**config.mk**
```make
export PLATFORM = sky130hd
export DESIGN_NAME = gate_sweep_ctrl
export DESIGN_NICKNAME = d
export VERILOG_FILES = /design/src/rtl/gate_sweep_ctrl.sv
export SDC_FILE = /design/constraint.sdc
export NUM_CORES = 1
export LEC_CHECK = 0
export ABC_AREA = 1
export BUFFER_PORTS_ARGS = -buffer_cell sky130_fd_sc_hd__buf_2
export CAP_MARGIN = 20
export CORE_ASPECT_RATIO = 1.4
export CORE_UTILIZATION = 35
export DETAILED_ROUTE_END_ITERATION = 8
export PLACE_DENSITY = 0.64
export SLEW_MARGIN = 40
export SYNTH_ARGS = -nofsm -noshare
export SYNTH_HDL_FRONTEND = slang
export SYNTH_SLANG_ARGS = --single-unit
```
**constraint.sdc**
```tcl
create_clock -name clk -period 1.9 [get_ports clk]
set_clock_uncertainty 0.1 [all_clocks]
set_input_delay 0.38 -clock clk [delete_from_list [all_inputs] [get_ports clk]]
set_output_delay 0.38 -clock clk [all_outputs]
set_load 0.005 [all_outputs]
```
**src/rtl/gate_sweep_ctrl.sv**
```systemverilog
// Sweep sequencer for a 2-input gate cell: applies {a,b} = 0..3, waits
// SETTLE_CYCLES extra cycles per vector, samples gate_y against a captured truth table.
module gate_sweep_ctrl #(
   parameter int SETTLE_CYCLES = 2
) (
   input  logic       clk,
   input  logic       rst_n,
   input  logic       start,
   input  logic [3:0] truth,
   output logic       gate_a,
   output logic       gate_b,
   input  logic       gate_y,
   output logic       busy,
   output logic       done,
   output logic       pass,
   output logic [3:0] fail_mask,
   output logic [1:0] vec_idx
);

   localparam int CNT_W = (SETTLE_CYCLES < 1) ? 1 : $clog2(SETTLE_CYCLES + 1);
   localparam logic [CNT_W-1:0] CNT_LAST = CNT_W'(SETTLE_CYCLES);

   typedef enum logic [1:0] {
      IDLE  = 2'd0,
      APPLY = 2'd1,
      DONE  = 2'd2
   } state_t;

   state_t           state;
   state_t           state_nxt;
   logic [CNT_W-1:0] cnt;
   logic [3:0]       truth_q;
   logic             sample;
   logic [3:0]       fail_mask_nxt;

   always_ff @(posedge clk or negedge rst_n) begin
      if (!rst_n) begin
         state <= IDLE;
      end else begin
         state <= state_nxt;
      end
   end

   always_comb begin
      state_nxt = state;
      sample    = 1'b0;
      case (state)
         IDLE: begin
            if (start) begin
               state_nxt = APPLY;
            end
         end
         APPLY: begin
            if (cnt == CNT_LAST) begin
               sample = 1'b1;
               if (vec_idx == 2'd3) begin
                  state_nxt = DONE;
               end
            end
         end
         DONE: begin
            state_nxt = IDLE;
         end
         default: begin
            state_nxt = IDLE;
         end
      endcase
   end

   // Mask including the sample taken on this edge, so pass can see the final vector.
   always_comb begin
      fail_mask_nxt = fail_mask;
      if (sample && (gate_y != truth_q[vec_idx])) begin
         fail_mask_nxt[vec_idx] = 1'b1;
      end
   end

   always_ff @(posedge clk or negedge rst_n) begin
      if (!rst_n) begin
         truth_q   <= 4'd0;
         fail_mask <= 4'd0;
         pass      <= 1'b0;
         vec_idx   <= 2'd0;
         cnt       <= '0;
      end else if (state == IDLE) begin
         if (start) begin
            truth_q   <= truth;
            fail_mask <= 4'd0;
            pass      <= 1'b0;
            vec_idx   <= 2'd0;
            cnt       <= '0;
         end
      end else if (state == APPLY) begin
         if (sample) begin
            fail_mask <= fail_mask_nxt;
            vec_idx   <= vec_idx + 2'd1;
            cnt       <= '0;
            if (vec_idx == 2'd3) begin
               pass <= (fail_mask_nxt == 4'd0);
            end
         end else begin
            cnt <= cnt + 1'b1;
         end
      end
   end

   assign busy   = (state == APPLY);
   assign done   = (state == DONE);
   assign gate_a = busy & vec_idx[1];
   assign gate_b = busy & vec_idx[0];

endmodule

```
==> impl_metrics.json <==
{
  "synth_compound_area_share_pct": 9.10,
  "path_buf_inv": 2,
  "power.switching_mw": 0.611,
  "htreeDepth": 1,
  "share_comb_of_total_power_pct": 47.4,
  "path_cells": "inv_2 -> nand2_4 -> nor2_1 -> buf_2",
  "rsz0062_at_grt": "no",
  "cp.required_ns": 1.42,
  "synth_edf_count": 0,
  "worstPathArrival_ns": 1.14,
  "synth.area.top_cells": "dfrtp_1 (44%), nand2_1 (12%), inv_1 (7.0%)",
  "min_period_ns": 1.62,
  "dominantRegCellSynth": "dfrtp_1",
  "slew_violations": 0,
  "critical_path_class": "register to primary output",
  "vias_per_cell": 4.74,
  "io_buffers": 18,
  "hold_violations": 0,
  "start_kind": "register",
  "synthMuxAreaShare_pct": 0,
  "dp_hpwl_mm": 1.23,
  "setup_viol": 0,
  "drtIter0Drc": 9,
  "synth_fa_ha_area_share_pct": 5.87,
  "ios": 19,
  "cts_buffer_depth": 2,
  "fp.dieW_um": 43.7,
  "syn-cell-area_um2": 852,
  "switching_share_pct": 43.8,
  "synth_top_family_by_area": "simple AND/OR/NAND/NOR gates",
  "crit_family": "flip-flops",
  "critPathSlowestCell": "dfrtp_1",
  "wl_per_cell_um": 11.0,
  "sequentialPowerShare_pct": 38.7,
  "grt_overflow_total": 0,
  "synth-simple-area-share_pct": 33.0,
  "yosysSeqAreaShare_pct": 44.1,
  "async_reset_ff_share_pct": 100,
  "r2r-start": "vec_idx[1]$_DFFE_PN0P_",
  "globalplace.congestion": 0.809,
  "clock_latency_ns": 0.30,
  "synth_top_area_share_pct": 44.1,
  "syn_nets": 113,
  "status": "completed",
  "critPathLaunch": "state[1]$_DFFE_PN0P_",
  "cap_violations": 0,
  "hp-class": "input pin to register",
  "fmax_mhz": 616,
  "grt_pass1_vias": 694,
  "path_depth": 4,
  "ys_types": 19,
  "layout.area.seq_um2": 375,
  "wl_mm": 1.60,
  "crit_fanout": 6,
  "p_int_mw": 0.786,
  "power.leakage_nw": 0.535,
  "endpoint_kind": "primary output",
  "grt_pass1_wl_mm": 2.94,
  "cts_resized": 0,
  "route.detailed.drc": 0,
  "die_area_um2": 2640,
  "drive_above_1_share_pct": 29.0,
  "ant_nets": 0,
  "fp.coreArea_um2": 2230,
  "die_h_um": 60.4,
  "clockRootBuffer": "clkbuf_4",
  "placementRows": 20,
  "antenna_found_initial": 0,
  "grt_usage_pct": 15.5,
  "cts_tree": "yes",
  "powerDensity_nw_per_um2": 1390,
  "synth_area_leader_cell": "dfrtp_1",
  "worst_pin_slew_ns": 0.349,
  "ir_worst_vdd_mv": 0.533,
  "cts.sinks": 15,
  "vias": 692,
  "grt_start_max_net_pins": 16,
  "rr_worst_depth": 8,
  "postSynthCellCount": 101,
  "reg2reg_slack_ns": 0.40,
  "antenna_cells": 0,
  "fillCellCount": 218,
  "ys_warn_count": 0,
  "relSlewSlack_pct": 76.7,
  "whs_ns": 0.173,
  "worstReg2RegEnd": "pass$_DFFE_PN0P_",
  "clockPowerShare_pct": 13.9,
  "numCtsBuffers": 3,
  "crit_end": "gate_b",
  "clk_pin_slew_ns": 0.09,
  "multi_input_area_um2": 409,
  "initial_core_util_pct": 38.3,
  "fin_nets": 137,
  "dr.pass1.iters": 4,
  "fin_crit_sh_pct": 85.5,
  "synth_seq_cells": 15,
  "finalSetupTns_ns": 0,
  "avgSynthCellArea_um2": 8.44,
  "crit_path_max_incr_delay_ns": 0.40,
  "synth_xor_xnor_area_share_pct": 0,
  "area_delta_synth_final_pct": 18.1
}
-- state kept, by name, indices dropped and copies added (netlist names) --
name	flops
vec_idx	2
cnt	2
pass	1
truth_q	4
state	2
fail_mask	4
-- power groups by stage --
stage | registers, mW | logic [mW] | clock network, mW
after floorplan | 0.540 | 0.483 | 0
after global placement | 0.543 | 0.661 | 0
after detailed placement | 0.549 | 0.668 | 0
after CTS | 0.543 | 0.673 | 0.198
after global routing | 0.562 | 0.770 | 0.204
final | 0.541 | 0.662 | 0.194
-- final cells by class --
class                      count  area share [%]
multi-input combinational     68            40.7
sequential                    15            37.3
timing repair buffer          19            9.95
inverter                      18            6.72
tap                           22            2.74
clock buffer                   4            2.61
-- metrics by stage --
step / std cells / area (um^2) / worst slack [ns] / utilization [%] / total power [mW]
CTS: 146 / 1010 / 0.278 / 45.2 / 1.41
floorplan: 101 / 852 / 0.543 / - / 1.02
global placement: 141 / 970 / 0.445 / 43.5 / 1.20
detailed placement: 141 / 970 / 0.419 / 43.5 / 1.22
global route: 146 / 1010 / 0.218 / 45.2 / 1.54
finish: 146 / 1010 / 0.276 / 45.2 / 1.40
-- metal layers --
metal | vias up | global-route usage, % | wire length [um]
met5 | - | 0 | 0
met4 | 0 | 12.1 | 57
li1 | 361 | - | -
met1 | 308 | 17.5 | 700
met2 | 18 | 26.4 | 797
met3 | 5 | 1.79 | 48
-- kinds of logic after synthesis --
logic type | count (synthesis)
DFF | 15
and+or+nand+nor | 50
buffers and inverters | 18
adders and majority gates | 4
AOI/OAI and AO/OA | 14
-- worst min-delay path: cells and delay by family --
kind,cells,cell delay (ns)
and+or+nand+nor,2,0.09
buffers and inverters,1,0.07
-- how the worst min path moves through the flow --
stage	start	endpoint	cells after the start
floorplan	rst_n	cnt[0]$_DFFE_PN0P_	0
global placement	rst_n	state[0]$_DFFE_PN0P_	1
detailed placement	rst_n	cnt[0]$_DFFE_PN0P_	1
CTS	truth[3]	truth_q[3]$_DFFE_PN0P_	3
global route	truth[1]	truth_q[1]$_DFFE_PN0P_	3
finish	truth[3]	truth_q[3]$_DFFE_PN0P_	3
-- cell usage in the layout (no fill, tap or decap) --
| master | count |
|---|---|
| nand3_4 | 1 |
| nor3_2 | 1 |
| o21ai_1 | 6 |
| buf_2 | 18 |
| o21ai_2 | 2 |
| nor2_8 | 1 |
| inv_1 | 16 |
| nor2_1 | 6 |
| o21ai_0 | 5 |
| nand4_1 | 3 |
| nor2_4 | 1 |
| inv_2 | 2 |
| clkbuf_4 | 3 |
| dfrtp_1 | 15 |
| clkbuf_1 | 1 |
| nand3_1 | 3 |
| a21oi_1 | 1 |
| nand2_1 | 27 |
| ha_1 | 4 |
| nand2_2 | 2 |
| dlygate4sd3_1 | 1 |
| nand2_4 | 2 |
| nand3_2 | 3 |
-- what timing repair did --
item / CTS / global route
buffers inserted: 0 / 0
endpoints found under the hold margin: 15 / 0
hold buffers: 1 / 0
setup endpoints to repair: 0 / 0
-- synth_stat cells, types with 2 or more instances --
cell,instances
inv_2,2
nand2_2,2
nand2_1,27
nand3_2,3
nand2_4,2
nor2_1,6
inv_1,16
ha_1,4
o21ai_1,6
dfrtp_1,15
o21ai_0,5
nand3_1,3
o21ai_2,2
nand4_1,3
(Power assumes the default switching activity.)
